**config.mk**
```make
export PLATFORM = sky130hd
export DESIGN_NAME = gamma_sched
export DESIGN_NICKNAME = d
export VERILOG_FILES = /design/src/rtl/gamma_corr_pkg.sv /design/src/rtl/gamma_sched.sv
export SDC_FILE = /design/constraint.sdc
export NUM_CORES = 1
export LEC_CHECK = 0
export BUFFER_PORTS_ARGS = -buffer_cell sky130_fd_sc_hd__buf_2
export CAP_MARGIN = 20
export CELL_PAD_IN_SITES_DETAIL_PLACEMENT = 0
export CELL_PAD_IN_SITES_GLOBAL_PLACEMENT = 1
export CORE_ASPECT_RATIO = 1.75
export CORE_MARGIN = 5
export CORE_UTILIZATION = 40
export CTS_CLUSTER_DIAMETER = 80
export DETAILED_ROUTE_END_ITERATION = 7
export PLACE_DENSITY = 0.72
export SLEW_MARGIN = 10
export SYNTH_ARGS = -nofsm -noshare
export SYNTH_HDL_FRONTEND = slang
export SYNTH_SLANG_ARGS = --single-unit
```
**constraint.sdc**
```tcl
create_clock -name clk -period 3.7 [get_ports clk]
set_input_delay 0.74 -clock clk [delete_from_list [all_inputs] [get_ports clk]]
set_output_delay 0.74 -clock clk [all_outputs]
set_load 0.05 [all_outputs]
```
**src/rtl/gamma_corr_pkg.sv**
```systemverilog
// gamma_corr_pkg: power-up contents of the gamma LUT used by gamma_sched.
// The table is a square-law curve (gamma 2.0) for 8-bit channels, scaled so
// that 0 maps to 0 and full scale maps to full scale: c[x] = (x*x) / 255.

package gamma_corr_pkg;

    localparam int gamma_corr_width_c = 8;
    localparam int gamma_corr_depth_c = 256;

    typedef logic [gamma_corr_depth_c-1:0][gamma_corr_width_c-1:0] gamma_tbl_t;

    // Build the correction table at elaboration time.
    function automatic gamma_tbl_t gamma_corr_build_f();
        gamma_tbl_t                    tbl;
        logic [gamma_corr_width_c-1:0] idx_v;
        for (int i = 32'sd0; i < gamma_corr_depth_c; i++) begin
            idx_v      = i[gamma_corr_width_c-1:0];
            tbl[idx_v] = gamma_corr_width_c'((i * i) / (gamma_corr_depth_c - 32'sd1));
        end
        return tbl;
    endfunction

    localparam gamma_tbl_t gamma_corr_c = gamma_corr_build_f();

endpackage

```
**src/rtl/gamma_sched.sv**
```systemverilog
// gamma_sched: gamma-corrects R, G, B through one synchronous-read LUT that is
// time-shared between the three channel reads and configuration writes.
// One pixel is in flight at a time: IDLE/OUT accept, RD_R..CAP read the LUT.
// Optional macro GAMMA_LUT_WR_EN: runtime LUT writes over cfg_wr/cfg_addr/
// cfg_data with a one-cycle cfg_ack. Without it the LUT is the read-only
// gamma_corr_c table, cfg_* are ignored and cfg_ack is tied low.
// gamma_corr_c is built for 8-bit channels, so pixel_width_p must stay 8
// unless the package table is regenerated for another width.

module gamma_sched
    import gamma_corr_pkg::*;
#(
    parameter int pixel_width_p = 8
) (
    input  logic                     clk,
    input  logic                     rst_n,
    input  logic                     in_valid,
    output logic                     in_ready,
    input  logic [pixel_width_p-1:0] in_r,
    input  logic [pixel_width_p-1:0] in_g,
    input  logic [pixel_width_p-1:0] in_b,
    output logic                     out_valid,
    input  logic                     out_ready,
    output logic [pixel_width_p-1:0] out_r,
    output logic [pixel_width_p-1:0] out_g,
    output logic [pixel_width_p-1:0] out_b,
    input  logic                     cfg_wr,
    input  logic [pixel_width_p-1:0] cfg_addr,
    input  logic [pixel_width_p-1:0] cfg_data,
    output logic                     cfg_ack
);

    localparam int lut_depth_c = 2 ** pixel_width_p;

    typedef enum logic [2:0] {
        IDLE = 3'd0,
        RD_R = 3'd1,
        RD_G = 3'd2,
        RD_B = 3'd3,
        CAP  = 3'd4,
        OUT  = 3'd5
    } state_t;

    state_t                     state_r;
    state_t                     state_nxt_s;
    logic                       run_r;        // low from reset until the first edge after release
    logic                       wr_req_s;     // a not-yet-served LUT write is pending
    logic                       in_ready_s;
    logic                       accept_s;
    logic                       lut_we_s;
    logic [pixel_width_p-1:0]   lut_addr_s;
    logic [pixel_width_p-1:0]   lut_rd_r;
    logic [pixel_width_p-1:0]   pix_red_r;
    logic [pixel_width_p-1:0]   pix_green_r;
    logic [pixel_width_p-1:0]   pix_blue_r;
    logic [pixel_width_p-1:0]   red_r;
    logic [pixel_width_p-1:0]   green_r;
    logic [pixel_width_p-1:0]   blue_r;

`ifdef GAMMA_LUT_WR_EN
    logic cfg_ack_r;

    // During the ack cycle cfg_wr may still show the old request, so it is
    // only a new write once the ack has gone by.
    assign wr_req_s = cfg_wr & ~cfg_ack_r;
    assign cfg_ack  = cfg_ack_r;
`else
    logic unused_cfg_s;

    assign wr_req_s     = 1'b0;
    assign cfg_ack      = 1'b0;
    assign unused_cfg_s = ^{cfg_wr, cfg_addr, cfg_data};
`endif

    assign in_ready  = in_ready_s;
    assign accept_s  = in_valid & in_ready_s;
    assign out_valid = (state_r == OUT);
    assign out_r     = red_r;
    assign out_g     = green_r;
    assign out_b     = blue_r;

    // Next-state, handshake and LUT port arbitration.
    always_comb begin
        state_nxt_s = state_r;
        in_ready_s  = 1'b0;
        lut_we_s    = 1'b0;
        lut_addr_s  = pix_red_r;
        case (state_r)
            IDLE: begin
`ifdef GAMMA_LUT_WR_EN
                lut_addr_s = cfg_addr;
`endif
                if (!run_r) begin
                    state_nxt_s = IDLE;
                end else if (wr_req_s) begin
                    lut_we_s = 1'b1;
                end else begin
                    in_ready_s = 1'b1;
                    if (in_valid) begin
                        state_nxt_s = RD_R;
                    end else begin
                        state_nxt_s = IDLE;
                    end
                end
            end
            RD_R: begin
                lut_addr_s  = pix_red_r;
                state_nxt_s = RD_G;
            end
            RD_G: begin
                lut_addr_s  = pix_green_r;
                state_nxt_s = RD_B;
            end
            RD_B: begin
                lut_addr_s  = pix_blue_r;
                state_nxt_s = CAP;
            end
            CAP: begin
                state_nxt_s = OUT;
            end
            OUT: begin
                if (!out_ready) begin
                    state_nxt_s = OUT;
                end else if (!wr_req_s) begin
                    in_ready_s = 1'b1;
                    if (in_valid) begin
                        state_nxt_s = RD_R;
                    end else begin
                        state_nxt_s = IDLE;
                    end
                end else begin
                    state_nxt_s = IDLE;
                end
            end
            default: begin
                state_nxt_s = IDLE;
            end
        endcase
    end

    // State register and run flag; reset discards any pixel in flight.
    always_ff @(posedge clk or negedge rst_n) begin
        if (!rst_n) begin
            state_r <= IDLE;
            run_r   <= 1'b0;
        end else begin
            state_r <= state_nxt_s;
            run_r   <= 1'b1;
        end
    end

    // Register the raw channels at acceptance so they stay fixed during the reads.
    always_ff @(posedge clk or negedge rst_n) begin
        if (!rst_n) begin
            pix_red_r   <= {pixel_width_p{1'b0}};
            pix_green_r <= {pixel_width_p{1'b0}};
            pix_blue_r  <= {pixel_width_p{1'b0}};
        end else if (accept_s) begin
            pix_red_r   <= in_r;
            pix_green_r <= in_g;
            pix_blue_r  <= in_b;
        end
    end

    // Capture each LUT read one cycle after its address was presented.
    always_ff @(posedge clk or negedge rst_n) begin
        if (!rst_n) begin
            red_r   <= {pixel_width_p{1'b0}};
            green_r <= {pixel_width_p{1'b0}};
            blue_r  <= {pixel_width_p{1'b0}};
        end else begin
            case (state_r)
                RD_G:    red_r   <= lut_rd_r;
                RD_B:    green_r <= lut_rd_r;
                CAP:     blue_r  <= lut_rd_r;
                default: red_r   <= red_r;
            endcase
        end
    end

`ifdef GAMMA_LUT_WR_EN
    // Writable LUT: power-up contents from gamma_corr_c, never touched by reset.
    logic [lut_depth_c-1:0][pixel_width_p-1:0] lut_mem_r = gamma_corr_c;

    // LUT write port; writes are only granted in IDLE, never mid-pixel.
    always_ff @(posedge clk) begin
        if (lut_we_s) begin
            lut_mem_r[lut_addr_s] <= cfg_data;
        end
    end

    // Synchronous LUT read.
    always_ff @(posedge clk or negedge rst_n) begin
        if (!rst_n) begin
            lut_rd_r <= {pixel_width_p{1'b0}};
        end else begin
            lut_rd_r <= lut_mem_r[lut_addr_s];
        end
    end

    // One-cycle acknowledge following each performed write.
    always_ff @(posedge clk or negedge rst_n) begin
        if (!rst_n) begin
            cfg_ack_r <= 1'b0;
        end else begin
            cfg_ack_r <= lut_we_s;
        end
    end
`else
    // Synchronous read of the fixed correction table.
    always_ff @(posedge clk or negedge rst_n) begin
        if (!rst_n) begin
            lut_rd_r <= {pixel_width_p{1'b0}};
        end else begin
            lut_rd_r <= gamma_corr_c[lut_addr_s];
        end
    end
`endif

endmodule

```
# == After elaboration in Yosys (flattened, before gate mapping) ==
# Memory sizes are Yosys's and may differ from the RTL's. A register that Yosys moved wholly into a read port is not among the register bits.
# Index checks and enable logic that the tools add are counted.
# classes
n_eq_ne,5
mux,8
n_bitwise,1
reduce_logical,2
# ops
cell,count
case mux 3 bit (6 select lines),1
case mux 8 bit (2 select lines),1
"== test 3 x 2 -> 1 bit, second input constant",2
"== test 3 bit, second input constant",2
2-to-1 mux 1 bit,4
"== test 3 x 1 -> 1 bit, second input constant",1
logical NOT 3 bit,1
2-to-1 mux 3 bit,1
case mux 1 bit (2 select lines),1
bitwise AND 1 bit,1
logical NOT 1 bit,1
# totals
regBits,52
romBits,2048
input_bits,45
output_inout_bits,27
wordCells,25
memories,1
# memory_table
memory,words,width,read_ports,rd_ports_with_merged_regs,wr,line_no,rtl
(no name shown),256,8,1,1,0,gamma_sched.sv:215,lut_rd_r <= gamma_corr_c[lut_addr_s];

# == Logic depth before layout (Yosys ltp) ==
# Gate-level depths: netlist (run 1).
# depth
word_depth,3
depth_mapped,13
ltp_nobuf,9

# == Worst setup path after synthesis (run 1) ==
# Ideal clock, no wire load.
# synth_path
path_kind,reg-to-reg
from,register state_r[2]
to,register lut_rd_r[1]
setup_time_ns,0.122
arrival_ns,2.660
required_time_ns,3.578
slack_ns,0.918
path_stages_with_launch,13
path_buffers,4
synth_period_minus_slack_ns,2.782
path_cell_list,dfrtp_1 -> buf_2 -> nor2b_4 -> buf_6 -> mux2i_1 -> buf_2 -> ha_1 -> clkbuf_1 -> nor3_1 -> a211oi_1 -> o2111ai_1 -> o2111ai_1 -> a32o_1
# synth_between
elab_chain_len,2
elab_cells_between_ends,3
classes_between,eq/ne: 2; mux: 1
# synth_rtl
element,line_no,rtl
"start, declared",gamma_sched.sv:44,state_t state_r;
"start signal, assigned",gamma_sched.sv:147,state_r <= state_nxt_s;
== test 3 x 2 -> 1 bit,gamma_sched.sv:88,case (state_r)
case mux 8 bit (2 select lines) *,gamma_sched.sv:88,
"end, declared",gamma_sched.sv:52,logic [pixel_width_p-1:0] lut_rd_r;
# Every way passes the cells marked *; elsewhere a longest branch is shown, timed or not.
# A chain may end at the register's enable or synchronous reset.

# == Worst setup path in the final report (run 1) ==
# layout_path
from,register state_r[1]
to,register lut_rd_r[2]
# Same word-level chain as after synthesis.

==> metrics, run 1 <==
compound-gate portion of the synthesized area=a little over a fifth; post-route setup slack=0.3602 ns; max-slew violations=0; Yosys warnings=0; FF+latch count, synth=60; Worst-path clk slew=0.05 ns; Area Growth Syn to Fin=18.56%; hold crit path type=primary input to asynchronous set/reset pin; xor/xnor share of the synthesized area=1.085%; Synth Area in Adders=between 1.5 and 2%; first-pass GRT wire length=19,150 microns; H-tree levels=3; drt drc=0; Top FF cell, synth=dfrtp_1; vias in the first global route=~3,700; post-synthesis async set-or-reset flop share=100.0%; WP data arrival=about 3.6 ns; clock latency on the worst-skew pair=0.32 ns; number of synthesized flops with an enable pin=0; TritonCTS clock tree=done; Synth cell types=roughly 60; status=complete, no violations; crit share post-route=90.26%; Post-Place Cells=between 500 and 600; endpoints failing setup=0; hold_buf cts=0; Fmax=approximately 300 MHz; Synth Area in Simple Gates=approximately 12%; Synthesized Nets=~470; post-route ant nets=0; Initial Utilization=40.99%; vias=3,626; clock skew=0.005097 ns; DRT Wirelength=11,710 microns; DP Worst Slack=0.4797 ns; DR vias/cell=6.125; area share of the largest cell type after synthesis=37.19%; top-count cell post-synth=dfrtp_1; GRT Util Overall=19.77%; Num CTS Buffers=9; Post-DP HPWL=8679 microns; Slew @ Worst Pin=0.7499 ns; clock buffer depth=2; most instantiated cells after synthesis=dfrtp_1 (60), mux2_2 (55), nand2_1 (33), nor2_1 (33), a21oi_1 (24); RSZ-0062 raised after global routing=no; largest family of logic cells by synthesized area=compound AO/OA/AOI/OAI gates; die footprint=12,280 sq um; largest net degree at the start of global routing=35; Critical Path End Type=flop; syn_area_per_cell=approximately 9.7 sq um; initial antenna violation count=0; relative slew slack=about half; Setup TNS Final=0 ns; leading area contributor after synthesis=dfrtp_1; setup bufs post-CTS=0; WL/cell=between 15 and 20 microns; Fin. Hold Viols=0; Nets=513; drt initial violations=210; post_cts resized=0; synthesized area=4038 sq um; Final min period=3.340 ns; die height=approximately 140 microns; fin util=approximately half; drt first pass iters=4; worst-path maximum fanout=12; share of layout cells above drive strength 1=a little over a third; final cell count without fillers=approximately 600; CP Class=flop to flop; startpoint types=flop; Die X=between 80 and 90 microns; post-synthesis mux area share=20.11%; clock sink count=60; Post-Syn Instances=roughly 420; ant diodes=0; Port-buffer cells=between 50 and 60; io pins=72; Crit path required time=3.91 ns; Max Cap Viol=0; row count=48; total core area=9849 sq um; GPL Wtd Cong=0.9554; Remaining Overflow, GRT=0; top post-synthesis cells by area=dfrtp_1 (37%), mux2_2 (15%), nand2_1 (3.1%); Seq/Total Area, Yosys=37.19%; CTS root buffer=clkbuf_16
## cells in the final DEF (no fill, tap or decap), drive strengths merged, types with 2 or more instances in the layout
cell type and n:
o221ai 5, and2 2, o31ai 3, o311ai 3, a211o 2, dfrtp 60, o22ai 4, clkbuf 13
a2111oi 3, a211oi 13, mux2 58, o2111ai 5, bufinv 3, a22oi 2, a221oi 6, a221o 2
o21ai 23, o211ai 2, conb 2, nor2 35, nor4 3, inv 6, a31oi 7, a32oi 2
a21oi 25, nor2b 2, buf 75, a311o 2, mux2i 11, a21o 3, nand3 7, ha 6
a311oi 5, nand2 33, nor3 14, xnor2 5
## worst paths after layout
check                                 from             to  slack [ns]  cells past startpoint
worst max-delay path            state_r[1]    lut_rd_r[2]        0.36                      8
worst min-delay path                 rst_n  pix_blue_r[4]        0.43                      1
worst max register to register  state_r[1]    lut_rd_r[2]        0.36                      8
worst min register to register    out_b[5]       out_b[5]        0.50                      1
max in group asynchronous            rst_n    lut_rd_r[6]        2.42                      2
min in group clk                  out_b[5]       out_b[5]        0.50                      1
## critical path, cell delays in order (launching register included)
cell and delay, ns:
dfrtp_1 0.48, nor2b_4 0.47, mux2i_1 0.54, buf_4 0.26, ha_1 0.42, mux2i_1 0.20
a211oi_1 0.42, o31ai_1 0.16, a32oi_1 0.28
## final cells by class
type,instances,area (sq um)
Tap cell,125,156.4
Inverter,6,22.52
Clock buffer,13,280.3
Clock inverter,3,90.09
Multi-Input combinational cell,310,2293
Sequential cell,60,1501
Timing Repair Buffer,75,442.9
Fill cell,935,5062
## routing by layer
layer  part of all wire (%)  track usage (%)
met1                     36            21.41
met2                     51            34.49
met3                    6.0            3.002
met5                      0                0
met4                    6.8            14.01
## sequential cells by signal, indices dropped and copies added (netlist names), 3 cells and up
name and count:
pix_red_r 8, out_b 8, pix_blue_r 8, lut_rd_r 8, out_r 8, state_r 3, out_g 8, pix_green_r 8
## metrics by stage
stage	hold WS, ns	cell area, sq um
global route	0.4674	4787
CTS	0.4401	4787
detailed placement	0.4937	4417
finish	0.4270	4787
floorplan	0.4444	4038
global placement	0.4833	4417
## cell families after synthesis
logic type | count (synthesis)
fa+ha+maj | 6
simple gates | 102
xor+xnor | 5
compound gates | 126
buf+inv | 46
flops | 60
mux | 69
other cells | 2
Power of run 1 is left out: the tool's default activity adds up to more than one toggle a clock period on the data nets, which glitch-free logic cannot reach.
==> inputs of run 2 (changes only) <==
- CORE_ASPECT_RATIO: 1.75 -> 0.75
==> metrics, run 2 (synthesized netlist as in run 1, its figures left out) <==
worst-path maximum fanout=17 (+5); clock buffer depth=2 (unchanged); post_cts resized=0 (unchanged); setup bufs post-CTS=0 (unchanged); drt initial violations=357 (+70%); reg2reg path depth=9 (+1); DRT Wirelength=11,150 microns (-4.8%); CTS root buffer=clkbuf_16; Initial Utilization=41.31% (+0.31 points); Post-DP HPWL=7713 microns (-11%); io pins=72 (unchanged); total core area=9774 sq um (-0.76%); Nets=510 (-0.58%); startpoint types=flop; drt drc=0 (unchanged); die footprint=12,220 sq um (-0.47%); Setup TNS Final=0 ns (unchanged); endpoints failing setup=0 (unchanged); die height=97.01 microns (-32%); DR vias/cell=6.035 (-1.5%); most frequent cells in the layout=dfrtp_1 (60), mux2_2 (55), buf_2 (53); CP Class=flop to flop; H-tree levels=3 (unchanged); initial antenna violation count=0 (unchanged); largest net degree at the start of global routing=44 (+26%); crit path from=state_r[1]; WP data arrival=3.32 ns (-0.23 ns); Max Cap Viol=0 (unchanged); vias in the first global route=3,522 (-5.3%); Crit path required time=3.87 ns (-0.04 ns); clock skew=0.004270 ns (-0.0008269 ns); crit share post-route=85.16% (-5.1 points); first-pass GRT wire length=18,710 microns (-2.3%); Hold Path Sink=out_g[4]; vias=3,597 (-0.80%); GRT Util Overall=18.56% (-1.2 points); r2r setup slk=0.55 ns (+0.19 ns); WL/cell=18.70 microns (-5.4%); TritonCTS clock tree=done; row count=31 (-35%); clock sink count=60 (unchanged); Num CTS Buffers=9 (unchanged); Critical Path End Type=flop; Worst-path clk slew=0.05 ns (about the same); Slew @ Worst Pin=0.9077 ns (+0.1577 ns); drt first pass iters=5 (+1); hold_buf cts=0 (unchanged); relative slew slack=39.49% (-10 points); GPL Wtd Cong=0.8791 (-8.0%); Die X=126.0 microns (+47%); max-slew violations=0 (unchanged); Port-buffer cells=53 (unchanged); Area Growth Syn to Fin=16.58%; Fmax=317.4 MHz (+6.0%); status=complete, no violations; Remaining Overflow, GRT=0 (unchanged); clock latency on the worst-skew pair=0.33 ns (about the same); post-route ant nets=0 (unchanged); hold crit path type=flop to flop; Final min period=3.151 ns (-0.1887 ns); HP Start=out_g[4]; ant diodes=0 (unchanged); most common library cell in the layout ignoring fill and taps=dfrtp_1; share of layout cells above drive strength 1=34.05% (-0.64 points); Fin. Hold Viols=0 (unchanged); RSZ-0062 raised after global routing=no; hold-critical path depth=1; R2R Path Start=state_r[1]; FF-to-FF End=lut_rd_r[2]
## run 2: layer usage
metal / part of all wire, % / vias up / track usage [%]
met5: 0 / - / 0
met4: 0.86 / 0 / 4.287
met3: 9.8 / 13 / 5.837
met2: 44 / 195 / 27.63
met1: 45 / 1741 / 26.33
li1: - / 1648 / -
## run 2: worst max path at each step
stage,slack [ns],endpoint
3_3_place_gp,0.65,lut_rd_r[2]
3_5_place_dp,0.55,lut_rd_r[1]
2_1_floorplan,0.92,lut_rd_r[1]
4_1_cts,0.54,lut_rd_r[1]
6_report,0.55,lut_rd_r[2]
5_1_grt,0.25,lut_rd_r[1]
## run 2: per-stage QoR
step                      instances  util (%)  area [sq um]  hold slack (ns)  worst slack, ns
final                           596     48.16          4707           0.4986           0.5489
after global routing            596     48.16          4707           0.5040           0.2494
after CTS                       596     48.16          4707           0.5005           0.5438
after detailed placement        580     45.05          4403           0.4888           0.5532
after global placement          580     45.05          4403           0.4829           0.6531
after floorplan                 416         -          4038           0.4444           0.9182
## run 2: worst max-delay path, stage by stage (launching register included)
cell and delay (ns):
dfrtp_1 0.49, nor2b_4 0.47, mux2i_1 0.26, buf_4 0.26
ha_1 0.42, nor2_1 0.29, o21a_1 0.15, a211oi_1 0.05
o31ai_1 0.41, a32oi_1 0.18
## run 2: final cells by class
class	count	area, sq um
Fill cell	943	5067
Multi-Input combinational cell	310	2293
Sequential cell	60	1501
Timing Repair Buffer	72	420.4
Clock buffer	12	256.5
Tap cell	132	165.2
Clock inverter	4	47.55
Inverter	6	22.52
Power of run 2 is left out for the same reason.
